<file path="src/rtl/intercon_master_mux_pkg.sv">
// Shared types for the Wishbone master multiplexer slice.
// Latency: n/a (types and constants only).
// Backpressure: n/a.
// Contents: bus-ownership FSM encoding, wait-counter width, default master count.
`ifndef INTERCON_MASTER_NUM
`define INTERCON_MASTER_NUM 2
`endif

package intercon_master_mux_pkg;

    // Bus ownership phases. RELEASE is a dead cycle that lets the peer
    // arbiter advance its rotation before the next grant is taken.
    typedef enum logic [1:0] {
        ST_IDLE    = 2'd0,
        ST_OWN     = 2'd1,
        ST_RELEASE = 2'd2
    } state_t;

    localparam int WAIT_W = 8;

endpackage

</file>
<file path="src/rtl/intercon_master_mux_if.sv">
// Bundle of master-side, arbiter and shared slave-side Wishbone signals.
// Latency: n/a (wiring only).
// Backpressure: slave stalls a master by withholding s_ack/s_err.
// Modports: master = the multiplexer (it masters the shared slave bus);
//           slave  = the environment (bus masters, arbiter, target slave).
`ifndef INTERCON_MASTER_NUM
`define INTERCON_MASTER_NUM 2
`endif

interface intercon_master_mux_if #(
    parameter int MASTERS = `INTERCON_MASTER_NUM,
    parameter int AW      = 32,
    parameter int DW      = 32
);
    // per-master request side, master i owns slice i
    logic [MASTERS-1:0]        m_cyc;
    logic [MASTERS-1:0]        m_stb;
    logic [MASTERS-1:0]        m_we;
    logic [MASTERS*AW-1:0]     m_adr;
    logic [MASTERS*DW-1:0]     m_dat_w;
    logic [MASTERS*DW/8-1:0]   m_sel;
    logic [MASTERS-1:0]        m_ack;
    logic [MASTERS-1:0]        m_err;
    logic [DW-1:0]             m_dat_r;
    // arbiter handshake
    logic [MASTERS-1:0]        arb_request;
    logic [MASTERS-1:0]        arb_grant;
    // shared slave side
    logic                      s_cyc;
    logic                      s_stb;
    logic                      s_we;
    logic [AW-1:0]             s_adr;
    logic [DW-1:0]             s_dat_w;
    logic [DW/8-1:0]           s_sel;
    logic                      s_ack;
    logic                      s_err;
    logic [DW-1:0]             s_dat_r;

    modport master (
        input  m_cyc, m_stb, m_we, m_adr, m_dat_w, m_sel,
        output m_ack, m_err, m_dat_r,
        output arb_request,
        input  arb_grant,
        output s_cyc, s_stb, s_we, s_adr, s_dat_w, s_sel,
        input  s_ack, s_err, s_dat_r
    );

    modport slave (
        output m_cyc, m_stb, m_we, m_adr, m_dat_w, m_sel,
        input  m_ack, m_err, m_dat_r,
        input  arb_request,
        output arb_grant,
        input  s_cyc, s_stb, s_we, s_adr, s_dat_w, s_sel,
        output s_ack, s_err, s_dat_r
    );
endinterface

</file>
<file path="src/rtl/intercon_onehot_mux.sv">
// Parameterised AND-OR multiplexer driven by a one-hot (or zero) select.
// Latency: combinational.
// Backpressure: none; an all-zero select yields an all-zero output.
// Ports: sel[N] one-hot select, din[N*W] flattened inputs (slice i = input i), dout[W].
module intercon_onehot_mux #(
    parameter int N = 2,
    parameter int W = 8
) (
    input  logic [N-1:0]   sel,
    input  logic [N*W-1:0] din,
    output logic [W-1:0]   dout
);

    always_comb begin
        dout = '0;
        for (int i = 0; i < N; i++) begin
            dout = dout | (din[i*W +: W] & {W{sel[i]}});
        end
    end

endmodule

</file>
<file path="src/rtl/intercon_master_mux.sv">
// Routes the granted Wishbone master onto a shared slave bus and returns ack/err/data.
// Latency: grant in cycle N -> slave bus driven in N+1; ack/err/data paths combinational.
// Backpressure: slave stalls via s_ack/s_err; a stalled strobe is errored after TIMEOUT cycles.
// Ports: clk, rst (async active-low), bus (interface, master modport), owner (registered one-hot owner).
`ifndef INTERCON_MASTER_NUM
`define INTERCON_MASTER_NUM 2
`endif

module intercon_master_mux
    import intercon_master_mux_pkg::*;
#(
    parameter int MASTERS = `INTERCON_MASTER_NUM,
    parameter int AW      = 32,
    parameter int DW      = 32,
    parameter int TIMEOUT = 255
) (
    input  logic                clk,
    input  logic                rst,
    intercon_master_mux_if.master bus,
    output logic [MASTERS-1:0]  owner
);

    localparam int SW = DW / 8;
    // per-master mux field: {cyc, stb, we, adr, dat_w, sel}
    localparam int FW = 3 + AW + DW + SW;
    localparam logic [WAIT_W-1:0] WAIT_LAST = WAIT_W'(TIMEOUT - 1);

    state_t                  state_q, state_d;
    logic [MASTERS-1:0]      owner_q, owner_d;
    logic [WAIT_W-1:0]       wait_q;
    logic [MASTERS-1:0]      own_sel;
    logic [MASTERS*FW-1:0]   mux_in;
    logic [FW-1:0]           mux_out;
    logic                    owner_cyc;
    logic                    timeout_hit;

    // ---------------- state register ----------------
    always_ff @(posedge clk or negedge rst) begin
        if (!rst) begin
            state_q <= ST_IDLE;
            owner_q <= '0;
        end else begin
            state_q <= state_d;
            owner_q <= owner_d;
        end
    end

    assign owner_cyc = |(bus.m_cyc & owner_q);

    // ---------------- next-state ----------------
    always_comb begin
        state_d = state_q;
        owner_d = owner_q;
        unique case (state_q)
            ST_IDLE: begin
                // a malformed multi-bit grant is ignored rather than guessed at
                if ($onehot(bus.arb_grant)) begin
                    state_d = ST_OWN;
                    owner_d = bus.arb_grant;
                end
            end
            ST_OWN: begin
                // burst lock: only the owner dropping cyc ends ownership
                if (!owner_cyc) begin
                    state_d = ST_RELEASE;
                    owner_d = '0;
                end
            end
            ST_RELEASE: state_d = ST_IDLE;
            default: begin
                state_d = ST_IDLE;
                owner_d = '0;
            end
        endcase
    end

    // ---------------- outputs ----------------
    always_comb begin
        own_sel         = '0;
        bus.arb_request = bus.m_cyc;
        bus.m_ack       = '0;
        bus.m_err       = '0;
        if (state_q == ST_OWN) begin
            own_sel         = owner_q;
            bus.arb_request = bus.m_cyc | owner_q;
            bus.m_ack       = {MASTERS{bus.s_ack}} & owner_q;
            bus.m_err       = {MASTERS{bus.s_err | timeout_hit}} & owner_q;
        end
    end

    always_comb begin
        mux_in = '0;
        for (int i = 0; i < MASTERS; i++) begin
            mux_in[i*FW +: FW] = {bus.m_cyc[i], bus.m_stb[i], bus.m_we[i],
                                  bus.m_adr[i*AW +: AW],
                                  bus.m_dat_w[i*DW +: DW],
                                  bus.m_sel[i*SW +: SW]};
        end
    end

    // own_sel is zero outside OWN, so the whole slave bus idles at zero there
    intercon_onehot_mux #(
        .N (MASTERS),
        .W (FW)
    ) u_bus_mux (
        .sel  (own_sel),
        .din  (mux_in),
        .dout (mux_out)
    );

    assign {bus.s_cyc, bus.s_stb, bus.s_we, bus.s_adr, bus.s_dat_w, bus.s_sel} = mux_out;
    assign bus.m_dat_r = bus.s_dat_r;
    assign owner       = owner_q;

    // a real slave response in the same cycle wins over the timeout
    assign timeout_hit = bus.s_stb & ~bus.s_ack & ~bus.s_err & (wait_q == WAIT_LAST);

    always_ff @(posedge clk or negedge rst) begin
        if (!rst) begin
            wait_q <= '0;
        end else if (!bus.s_stb || bus.s_ack || bus.s_err || timeout_hit) begin
            wait_q <= '0;
        end else begin
            wait_q <= wait_q + WAIT_W'(1);
        end
    end

endmodule

</file>
<file path="src/flat_wrapper.sv">
// flat-port wrapper written by rule: the top's interface ports become plain ports
module intercon_master_mux_flat import intercon_master_mux_pkg::*;
#(
    parameter int MASTERS = `INTERCON_MASTER_NUM,
    parameter int AW      = 32,
    parameter int DW      = 32,
    parameter int TIMEOUT = 255
)
  (clk, rst, owner, bus_m_cyc, bus_m_stb, bus_m_we, bus_m_adr, bus_m_dat_w, bus_m_sel, bus_m_ack, bus_m_err, bus_m_dat_r, bus_arb_request, bus_arb_grant, bus_s_cyc, bus_s_stb, bus_s_we, bus_s_adr, bus_s_dat_w, bus_s_sel, bus_s_ack, bus_s_err, bus_s_dat_r);
  intercon_master_mux_if #(.MASTERS(MASTERS), .AW(AW), .DW(DW)) bus_i ();
  input  logic clk;
  input  logic rst;
  output logic [MASTERS-1:0] owner;
  input wire logic [$bits(bus_i.m_cyc)-1:0] bus_m_cyc;
  input wire logic [$bits(bus_i.m_stb)-1:0] bus_m_stb;
  input wire logic [$bits(bus_i.m_we)-1:0] bus_m_we;
  input wire logic [$bits(bus_i.m_adr)-1:0] bus_m_adr;
  input wire logic [$bits(bus_i.m_dat_w)-1:0] bus_m_dat_w;
  input wire logic [$bits(bus_i.m_sel)-1:0] bus_m_sel;
  output wire logic [$bits(bus_i.m_ack)-1:0] bus_m_ack;
  output wire logic [$bits(bus_i.m_err)-1:0] bus_m_err;
  output wire logic [$bits(bus_i.m_dat_r)-1:0] bus_m_dat_r;
  output wire logic [$bits(bus_i.arb_request)-1:0] bus_arb_request;
  input wire logic [$bits(bus_i.arb_grant)-1:0] bus_arb_grant;
  output wire logic [$bits(bus_i.s_cyc)-1:0] bus_s_cyc;
  output wire logic [$bits(bus_i.s_stb)-1:0] bus_s_stb;
  output wire logic [$bits(bus_i.s_we)-1:0] bus_s_we;
  output wire logic [$bits(bus_i.s_adr)-1:0] bus_s_adr;
  output wire logic [$bits(bus_i.s_dat_w)-1:0] bus_s_dat_w;
  output wire logic [$bits(bus_i.s_sel)-1:0] bus_s_sel;
  input wire logic [$bits(bus_i.s_ack)-1:0] bus_s_ack;
  input wire logic [$bits(bus_i.s_err)-1:0] bus_s_err;
  input wire logic [$bits(bus_i.s_dat_r)-1:0] bus_s_dat_r;
  assign bus_i.m_cyc = bus_m_cyc;
  assign bus_i.m_stb = bus_m_stb;
  assign bus_i.m_we = bus_m_we;
  assign bus_i.m_adr = bus_m_adr;
  assign bus_i.m_dat_w = bus_m_dat_w;
  assign bus_i.m_sel = bus_m_sel;
  assign bus_m_ack = bus_i.m_ack;
  assign bus_m_err = bus_i.m_err;
  assign bus_m_dat_r = bus_i.m_dat_r;
  assign bus_arb_request = bus_i.arb_request;
  assign bus_i.arb_grant = bus_arb_grant;
  assign bus_s_cyc = bus_i.s_cyc;
  assign bus_s_stb = bus_i.s_stb;
  assign bus_s_we = bus_i.s_we;
  assign bus_s_adr = bus_i.s_adr;
  assign bus_s_dat_w = bus_i.s_dat_w;
  assign bus_s_sel = bus_i.s_sel;
  assign bus_i.s_ack = bus_s_ack;
  assign bus_i.s_err = bus_s_err;
  assign bus_i.s_dat_r = bus_s_dat_r;
  intercon_master_mux #(.MASTERS(MASTERS), .AW(AW), .DW(DW), .TIMEOUT(TIMEOUT)) u_core (.clk(clk), .rst(rst), .bus(bus_i), .owner(owner));
endmodule
</file>
<file path="config.mk">
export PLATFORM = sky130hd
export DESIGN_NAME = intercon_master_mux_flat
export DESIGN_NICKNAME = d
export VERILOG_FILES = /design/src/rtl/intercon_master_mux_pkg.sv /design/src/rtl/intercon_master_mux_if.sv /design/src/rtl/intercon_onehot_mux.sv /design/src/rtl/intercon_master_mux.sv /design/src/flat_wrapper.sv
export SDC_FILE = /design/constraint.sdc
export NUM_CORES = 1
export LEC_CHECK = 0
export CAP_MARGIN = 10
export CORE_AREA = 2 2 114 116
export DETAILED_ROUTE_END_ITERATION = 6
export DIE_AREA = 0 0 116 118
export RECOVER_POWER = 50
export SYNTH_ARGS = -nofsm -noshare
export SYNTH_HDL_FRONTEND = slang
export SYNTH_SLANG_ARGS = --single-unit
</file>
<file path="constraint.sdc">
create_clock -name clk -period 1.8 [get_ports clk]
set_clock_uncertainty 0.2 [all_clocks]
set_input_delay 0.18 -clock clk [delete_from_list [all_inputs] [get_ports clk]]
set_output_delay 0.18 -clock clk [all_outputs]
set_load 0.01 [all_outputs]
</file>
**After elaboration in Yosys (flattened, before gate mapping)**

Index checks and enable logic that the tools add are counted.

- Register bits after elaboration: 12
- Input port bits: 180
- Output and inout port bits: 111
- Logic and storage cells: 44

- Add/sub/neg operators: 2
- Eq/ne operators: 6
- Multiplexer cells: 11
- Bitwise logic cells: 14
- Reduce and logical (&&, ||, !) cells: 8

Operator list:

| cell | number |
|---|---|
| $and A71 B71 Y71 | 2 |
| $or A71 B71 Y71 | 1 |
| $mux W2 | 8 |
| $add A8 B1 Y8 const B | 1 |
| $eq A8 B8 Y1 const B | 1 |
| $mux W8 | 1 |
| $and A2 B2 Y2 | 3 |
| $pmux W2 S3 | 1 |
| $eq A2 B1 Y1 const B | 2 |
| $pmux W2 S2 | 1 |
| $and A1 B1 Y1 | 3 |
| $logic_or A1 B1 Y1 | 3 |
| $not A1 Y1 | 3 |
| $reduce_and A3 Y1 | 1 |
| $add A1 B1 Y2 | 1 |
| $eq A2 B2 Y1 const B | 1 |
| $logic_not A2 Y1 | 1 |
| $ne A2 B1 Y1 const B | 1 |
| $ne A2 B2 Y1 const B | 1 |
| $or A2 B2 Y2 | 1 |
| $reduce_and A2 Y1 | 1 |
| $reduce_or A2 Y1 | 1 |
| $logic_not A1 Y1 | 1 |
| $or A1 B1 Y1 | 1 |

**Longest topological paths before layout**

Gate-level depths: netlist of the first run.

- Word-level depth: 10
- Mapped depth: 7

**Modules after synthesis**

From an unflattened synthesis of the first run, not the netlist that was laid out.

- Cells, all modules: 193
- Area, all modules: 1729.2 um^2

Modules (own cells, without submodules):

| module | instances | cells an instance | area each (um^2) | seq. area each (um^2) |
|---|---|---|---|---|
| intercon_master_mux | 1 | 106 | 927.1 | 300.3 |
| intercon_onehot_mux | 1 | 87 | 802.0 | 0.0 |

**Worst setup path before layout of the first run**

OpenSTA, ideal clock, no wires.

- Path kind: register to output
- Start: reg u_core.state_q[0]
- End: out bus_arb_request[0]
- Data arrival time: 1.272 ns
- Slack: 0.148 ns
- Cell stages (with the launch flop): 6
- Buffers on the path: 2
- Cell sequence: dfrtp_1 nor2b_1 and2_1 buf_6 buf_2 or2_2

- Cells in the longest elaborated chain, start to end: 2

Ends and longest elaborated chain:

| item | RTL line | source |
|---|---|---|
| from (decl) | intercon_master_mux.sv:28 | `state_t state_q, state_d;` |
| from (signal assigned) | intercon_master_mux.sv:43 | `state_q <= state_d;` |
| $eq A2 B1 Y1 | intercon_master_mux.sv:83 | `if (state_q == ST_OWN) begin` |
| $mux W2 | intercon_master_mux.sv:83 |  |
| to (decl) | flat_wrapper.sv:23 | `output wire logic [$bits(bus_i.arb_request)-1:0] bus_arb_request;` |

Every way passes these cells.

**Worst setup path after layout of the first run**

- Start: reg u_core.state_q[1]
- End: out bus_s_dat_w[3]

- Cells in the longest elaborated chain, start to end: 4
- Elaborated cells between the ends (all ways): 5

Ends and longest elaborated chain:

| item | RTL line | source |
|---|---|---|
| $eq A2 B1 Y1 (*) | intercon_master_mux.sv:83 |  |
| $mux W2 (*) | intercon_master_mux.sv:83 |  |
| $and A71 B71 Y71 | intercon_onehot_mux.sv:17 | `dout = dout \| (din[i*W +: W] & {W{sel[i]}});` |
| $or A71 B71 Y71 (*) | intercon_onehot_mux.sv:17 |  |
| to (decl) | flat_wrapper.sv:29 | `output wire logic [$bits(bus_i.s_dat_w)-1:0] bus_s_dat_w;` |

Mark *: on every way between the ends. The rest lies on a longest branch, timed or not.

==> reports/qor.yml, run 1 <==
run_status:
  status: "finished with violations"
  violations: "setup timing"
synth:
  synth_area_um2: 1600
  synthArstFlopShare_pct: 100
  yosysWarnings: 0
  avgSynthCellArea_um2: 8.49
  synth_nets: 370
  syn_inst: 188
  synth_edf_count: 0
  synth-seq-cells: 12
  synthFlopType: "dfrtp_1"
  ys_seq_area_share_pct: 18.8
  synth_cell_types: 29
worst_setup_path:
  arrival_ns: 1.60
  cp_max_fo: 5
  r2r_start: "u_core.state_q[0]"
  rrSetupSlack_ns: -0.08
  worstRegToRegCells: 7
  worst-endpoint-required_ns: 1.42
  rr_endpoint: "u_core.state_q[0]"
  crit_type: "flip-flop to output port"
  cp-start-kind: "flip-flop"
  crit_path_end_kind: "output port"
  crit_path_start: "u_core.state_q[1]"
die:
  io_pins: 291
  core-area_um2: 12400
  initial_core_util_pct: 12.9
  die_w_um: 116
  dieArea_um2: 13700
  die_h_um: 118
  rows: 41
cts:
  numCtsBuffers: 3
  numClockSinks: 12
  cts.reportedPaths.clkPinSlew_ns: 0.04
  cts_tree: "built"
  root_buffer: "clkbuf_16"
  cts_hold_buffers: 0
  clockBufferDepth: 2
  htreeDepth: 1
  clkLatencyLatePin_ns: 0.24
sta:
  max_freq_mhz: 505
  worst_pin_slew_ns: 0.546
  period_needed_ns: 1.98
  setup_viol: 83
  period_share_pct: 110
  drv_slew: 0
  relSlewSlack_pct: 63.5
  rsz0062_at_grt: "yes"
  tns_ns: -9.65
  setup_slack_ns: -0.182
  hold_violations: 0
placement:
  dp.final_hpwl_mm: 7.54
  dp_slack_ns: -0.375
  portBuffers: 226
  gp_congestion: 0.809
  place_inst: 559
power_and_ir_drop:
  power_density_nw_per_um2: 964
  vdd_drop_max_mv: 0.463
  leakage_nw: 1.96
route:
  routed_wl_mm: 11.2
  viasPerCell: 4.26
  drtIter0Drc: 91
  wl_per_cell_um: 19.0
  drcViolationCount: 0
  ant_nets: 0
  vias: 2511
  firstDrtPassIters: 4
global_route:
  grt_pass1_vias: 2620
  busiest_layer: "met2"
  antenna_found_initial: 0
  grt_usage_pct: 14.5
  grt_pass1_wl_mm: 15.3
  grtUsageMet1_pct: 17.3
  use_met2_pct: 26.1
  gr-usage-met3_pct: 3.30
  grt.overflow.total: 0
  grt_max_degree: 20
cells_and_area:
  syn2layout_area_growth_pct: 172
  utilization_pct: 35.0
  finalNetCount: 600
  diodes: 0
  final_cell_mix: "149 x clkdlybuf4s50_1, 69 x a22o_1, 65 x buf_2, 20 x buf_4, 14 x buf_6"
  stdcell_count: 589
  final_layout_size_suffix_gt1_share_pct: 35.3
  mostFrequentLayoutCell: "clkdlybuf4s50_1"
hold_path:
  hp-class: "input pin to async pin"
run:
  cap_violations: 0
[critical path, cell delays in order (launching register included)]
cell and delay, ns:
dfrtp_1 0.41, nor2b_4 0.14, and2_4 0.21, buf_6 0.16, clkbuf_16 0.16, a22o_1 0.15, buf_6 0.12
[sequential cells by signal, indices dropped and copies added (netlist names)]
name / count
u_core.state_q: 2
u_core.wait_q: 8
u_core.owner: 2
[power by group]
group	switching, W	internal, W	total [W]
sequential	0.0000315	0.000315	0.000346
clock	0.000116	0.000335	0.000451
combinational	0.00143	0.00196	0.00339
[kinds of logic after synthesis]
kind of cell | count (synthesis) | synth area share (%)
AO/OA/AOI/OAI | 80 | 43.1
XOR/XNOR | 7 | 3.84
adder cells (fa/ha/maj) | 2 | 1.57
buffers and inverters | 52 | 21.5
flip-flops | 12 | 18.8
AND/OR/NAND/NOR | 35 | 11.1
[layer usage]
metal / up-vias / share of wire [%]
li1: 1150 / -
met1: 1189 / 40
met2: 157 / 49
met3: 15 / 8.7
met4: 0 / 1.6
met5: - / 0
[layout make-up]
class,instances,area [um^2]
clock buffers,4,88.8
inverters,3,11.3
multi-input cells,124,1020
repair buffers,274,2710
well taps,172,215
fillers,1292,8080
flip-flops and latches,12,300
[timing repair]
action	in CTS	in global routing
gates cloned	11	5
setup endpoints to repair	80	86
gates resized for setup	343	19
setup buffers	9	3
pin swaps	23	31
[Yosys cell counts, drive strengths merged, types with 2 or more instances]
master,n,area (um^2)
ha,2,25.0
a21oi,3,15.0
and2,2,12.5
or2,3,18.8
a22o,70,622
nand2,2,7.51
xor2,2,17.5
dfrtp,12,300
xnor2,5,43.8
o21ai,3,15.0
buf,49,332
nor2,15,56.3
nor3,2,15.0
nor2b,3,18.8
and3,2,12.5
nand3,3,15.0
inv,3,11.3
[worst max-delay path by stage]
stage	endpoint	slack, ns	cells after the start
2_1_floorplan	bus_arb_request[0]	0.15	5
3_3_place_gp	bus_s_dat_w[3]	-0.34	5
3_5_place_dp	bus_s_dat_w[3]	-0.38	5
4_1_cts	bus_s_adr[31]	-0.25	7
5_1_grt	bus_s_dat_w[3]	-0.22	6
6_report	bus_s_dat_w[3]	-0.18	6
[metrics by stage]
step	area [um^2]	total power [W]	hold WS (ns)
after CTS	4200	0.00402	0.111
after detailed placement	3960	0.00311	0.160
final	4340	0.00418	0.0986
after global routing	4340	0.00441	0.153
after global placement	3960	0.00310	0.160
after floorplan	1600	0.00153	-0.316
No activity file was read; power rests on OpenSTA's default activity.
==> inputs of run 2 (changes only) <==
Settings changed: HOLD_SLACK_MARGIN set to 0.05, PLACE_DENSITY set to 0.53.
==> run 2 against run 1 <==
Effect of this change:
- the flow still finishes with violations (setup timing)
- final cell count unchanged
- via count fell by 5.9%
- routed wire length fell by 18%
- highest routed layer unchanged
- sequential share of layout area rose by 0.21 points
- fmax up 0.24%
- first-iteration DRC count decreased by 12%
- register-to-register slack improved by 0.08 ns
- critical path type unchanged
==> reports/qor.yml, run 2 (same netlist as run 1, synthesis figures left out) <==
cells_and_area:
  nFillCells: 1328  # +2.8%
  mostFrequentLayoutCell: "clkdlybuf4s50_1"
  top_register: "u_core.wait_q"
  syn2layout_area_growth_pct: 164
  final_layout_size_suffix_gt1_share_pct: 34.1  # -1.2 points
  finalNetCount: 600  # unchanged
  diodes: 0  # unchanged
  largest_reg_flops: 8  # unchanged
  final_cell_mix: "148 x clkdlybuf4s50_1, 68 x a22o_1, 64 x buf_2, 21 x buf_6, 21 x buf_4"
cts:
  numCtsBuffers: 3  # unchanged
  cts_tree: "built"
  cts_hold_buffers: 0  # unchanged
  clkLatencyLatePin_ns: 0.24  # about the same
  cts.reportedPaths.clkPinSlew_ns: 0.04  # about the same
  clockBufferDepth: 2  # unchanged
  htreeDepth: 1  # unchanged
  numClockSinks: 12  # unchanged
  root_buffer: "clkbuf_16"
route:
  wl_per_cell_um: 15.5  # -18%
  vias: 2362  # -5.9%
  drcViolationCount: 0  # unchanged
  drtIter0Drc: 80  # -12%
  ant_nets: 0  # unchanged
  viasPerCell: 4.01  # -5.9%
  routed_wl_mm: 9.15  # -18%
  firstDrtPassIters: 4  # unchanged
sta:
  period_share_pct: 110  # -0.26 points
  worst_pin_slew_ns: 0.569  # +0.0237 ns
  holdWs_ns: 0.108  # +0.00920 ns
  drv_slew: 0  # unchanged
  relSlewSlack_pct: 61.9  # -1.6 points
  period_needed_ns: 1.98  # -0.00477 ns
  setup_slack_ns: -0.177  # +0.00477 ns
  rsz0062_at_grt: "yes"
  setup_viol: 74  # -11%
  max_freq_mhz: 506  # +0.24%
  hold_violations: 0  # unchanged
hold_path:
  hp-class: "input pin to async pin"
worst_setup_path:
  cp-start-kind: "flip-flop"
  critical_path_buf_inv_count: 3  # unchanged
  cp_slowest_cell: "dfrtp_1"
  worst-endpoint-required_ns: 1.42  # about the same
  rrSetupSlack_ns: 0  # +0.08 ns
  r2r_start: "u_core.state_q[0]"
  rr_endpoint: "u_core.state_q[0]"
  crit_family: "buffers and inverters"
  crit_chain: "nor2b_4 > and2_4 > buf_12 > buf_16 > a22o_4 > buf_6"
  crit_path_end_kind: "output port"
  worstRegToRegCells: 6  # -1
  cp_max_fo: 9  # +4
  arrival_ns: 1.60  # about the same
  cpPeakStageDelay_ns: 0.39  # -0.02 ns
  crit_type: "flip-flop to output port"
run_status:
  violations: "setup timing"
  status: "finished with violations"
die:
  rows: 41  # unchanged
  die_w_um: 116  # unchanged
  initial_core_util_pct: 12.9  # unchanged
  io_pins: 291  # unchanged
  core-area_um2: 12400  # unchanged
  die_h_um: 118  # unchanged
  dieArea_um2: 13700  # unchanged
global_route:
  grt_max_degree: 18  # -10%
  grt.overflow.total: 0  # unchanged
  antenna_found_initial: 0  # unchanged
  grt_usage_pct: 12.1  # -2.5 points
  grt_pass1_wl_mm: 13.1  # -14%
  grt_pass1_vias: 2349  # -10%
power_and_ir_drop:
  finalPower_w: 0.00386  # -7.8%
  leakage_nw: 1.93  # -1.3%
  vdd_drop_max_mv: 0.453  # -2.3%
  power_density_nw_per_um2: 916  # -5.0%
placement:
  gp_congestion: 0.756  # -6.6%
  dp_slack_ns: -0.363  # +0.0126 ns
  dp.final_hpwl_mm: 6.77  # -10%
  portBuffers: 226  # unchanged
run:
  cap_violations: 0  # unchanged
-- run 2: changes by cell type in the layout (fill, tap and decap cells not counted), moves of 4 or more --
cell | previous run | this run
nor2_1 | 9 | 15
clkbuf_16 | 8 | 4
buf_16 | 11 | 5
nor2_2 | 5 | 0
buf_6 | 14 | 21
buf_12 | 5 | 9
-- run 2: per-stage QoR --
stage / TNS, ns / util [%] / cell area [um^2] / std cells
after floorplan: 0 / - / 1600 / 188
after global placement: -19.07 / 31.9 / 3960 / 559
after detailed placement: -20.61 / 31.9 / 3960 / 559
after CTS: -7.95 / 32.8 / 4070 / 583
after global routing: -11.63 / 33.9 / 4210 / 589
final: -9.14 / 33.9 / 4210 / 589
-- run 2: layout make-up --
type	instances	area [um^2]	share of cell area (%)
timing repair buffer	274	2590	61.5
multi-input combinational	124	1000	23.8
sequential	12	300	7.13
tap	172	215	5.11
clock buffer	4	88.8	2.11
inverter	3	11.3	0.267
-- run 2: worst max-delay path by stage --
stage	start	endpoint	slack, ns	cells past startpoint
finish	u_core.state_q[0]	bus_s_we	-0.18	6
global route	u_core.state_q[0]	bus_s_we	-0.20	6
CTS	u_core.state_q[0]	bus_s_we	-0.17	6
detailed placement	u_core.state_q[1]	bus_s_we	-0.36	5
global placement	u_core.state_q[1]	bus_s_we	-0.34	5
floorplan	u_core.state_q[0]	bus_arb_request[0]	0.15	5
-- run 2: worst register-to-register path, stage by stage (launching register included) --
cell	delay [ns]
dfrtp_1	0.39
nor2b_4	0.14
and2_4	0.17
buf_4	0.16
a22o_4	0.25
buf_4	0.14
or2_1	0.23
-- run 2: layer usage --
layer / up-vias / part of all wire (%) / GRT usage [%]
met4: 0 / 1.3 / 3.05
met1: 1085 / 40 / 14.4
met3: 15 / 9.0 / 2.83
met2: 125 / 49 / 21.5
met5: - / 0 / 0
li1: 1137 / - / -
-- run 2: repair_timing --
item / 4_1_cts / 5_1_grt
buffers inserted: 16 / 6
setup endpoints to repair: 79 / 87
cloned: 5 / 1
pin swaps: 24 / 14
resized for setup: 335 / 17
-- run 2: report_power, final --
| part | internal (W) | switching (W) |
|---|---|---|
| Sequential | 0.000315 | 0.0000343 |
| Clock | 0.000336 | 0.000120 |
| Combinational | 0.00181 | 0.00124 |
| Total | 0.00246 | 0.00140 |
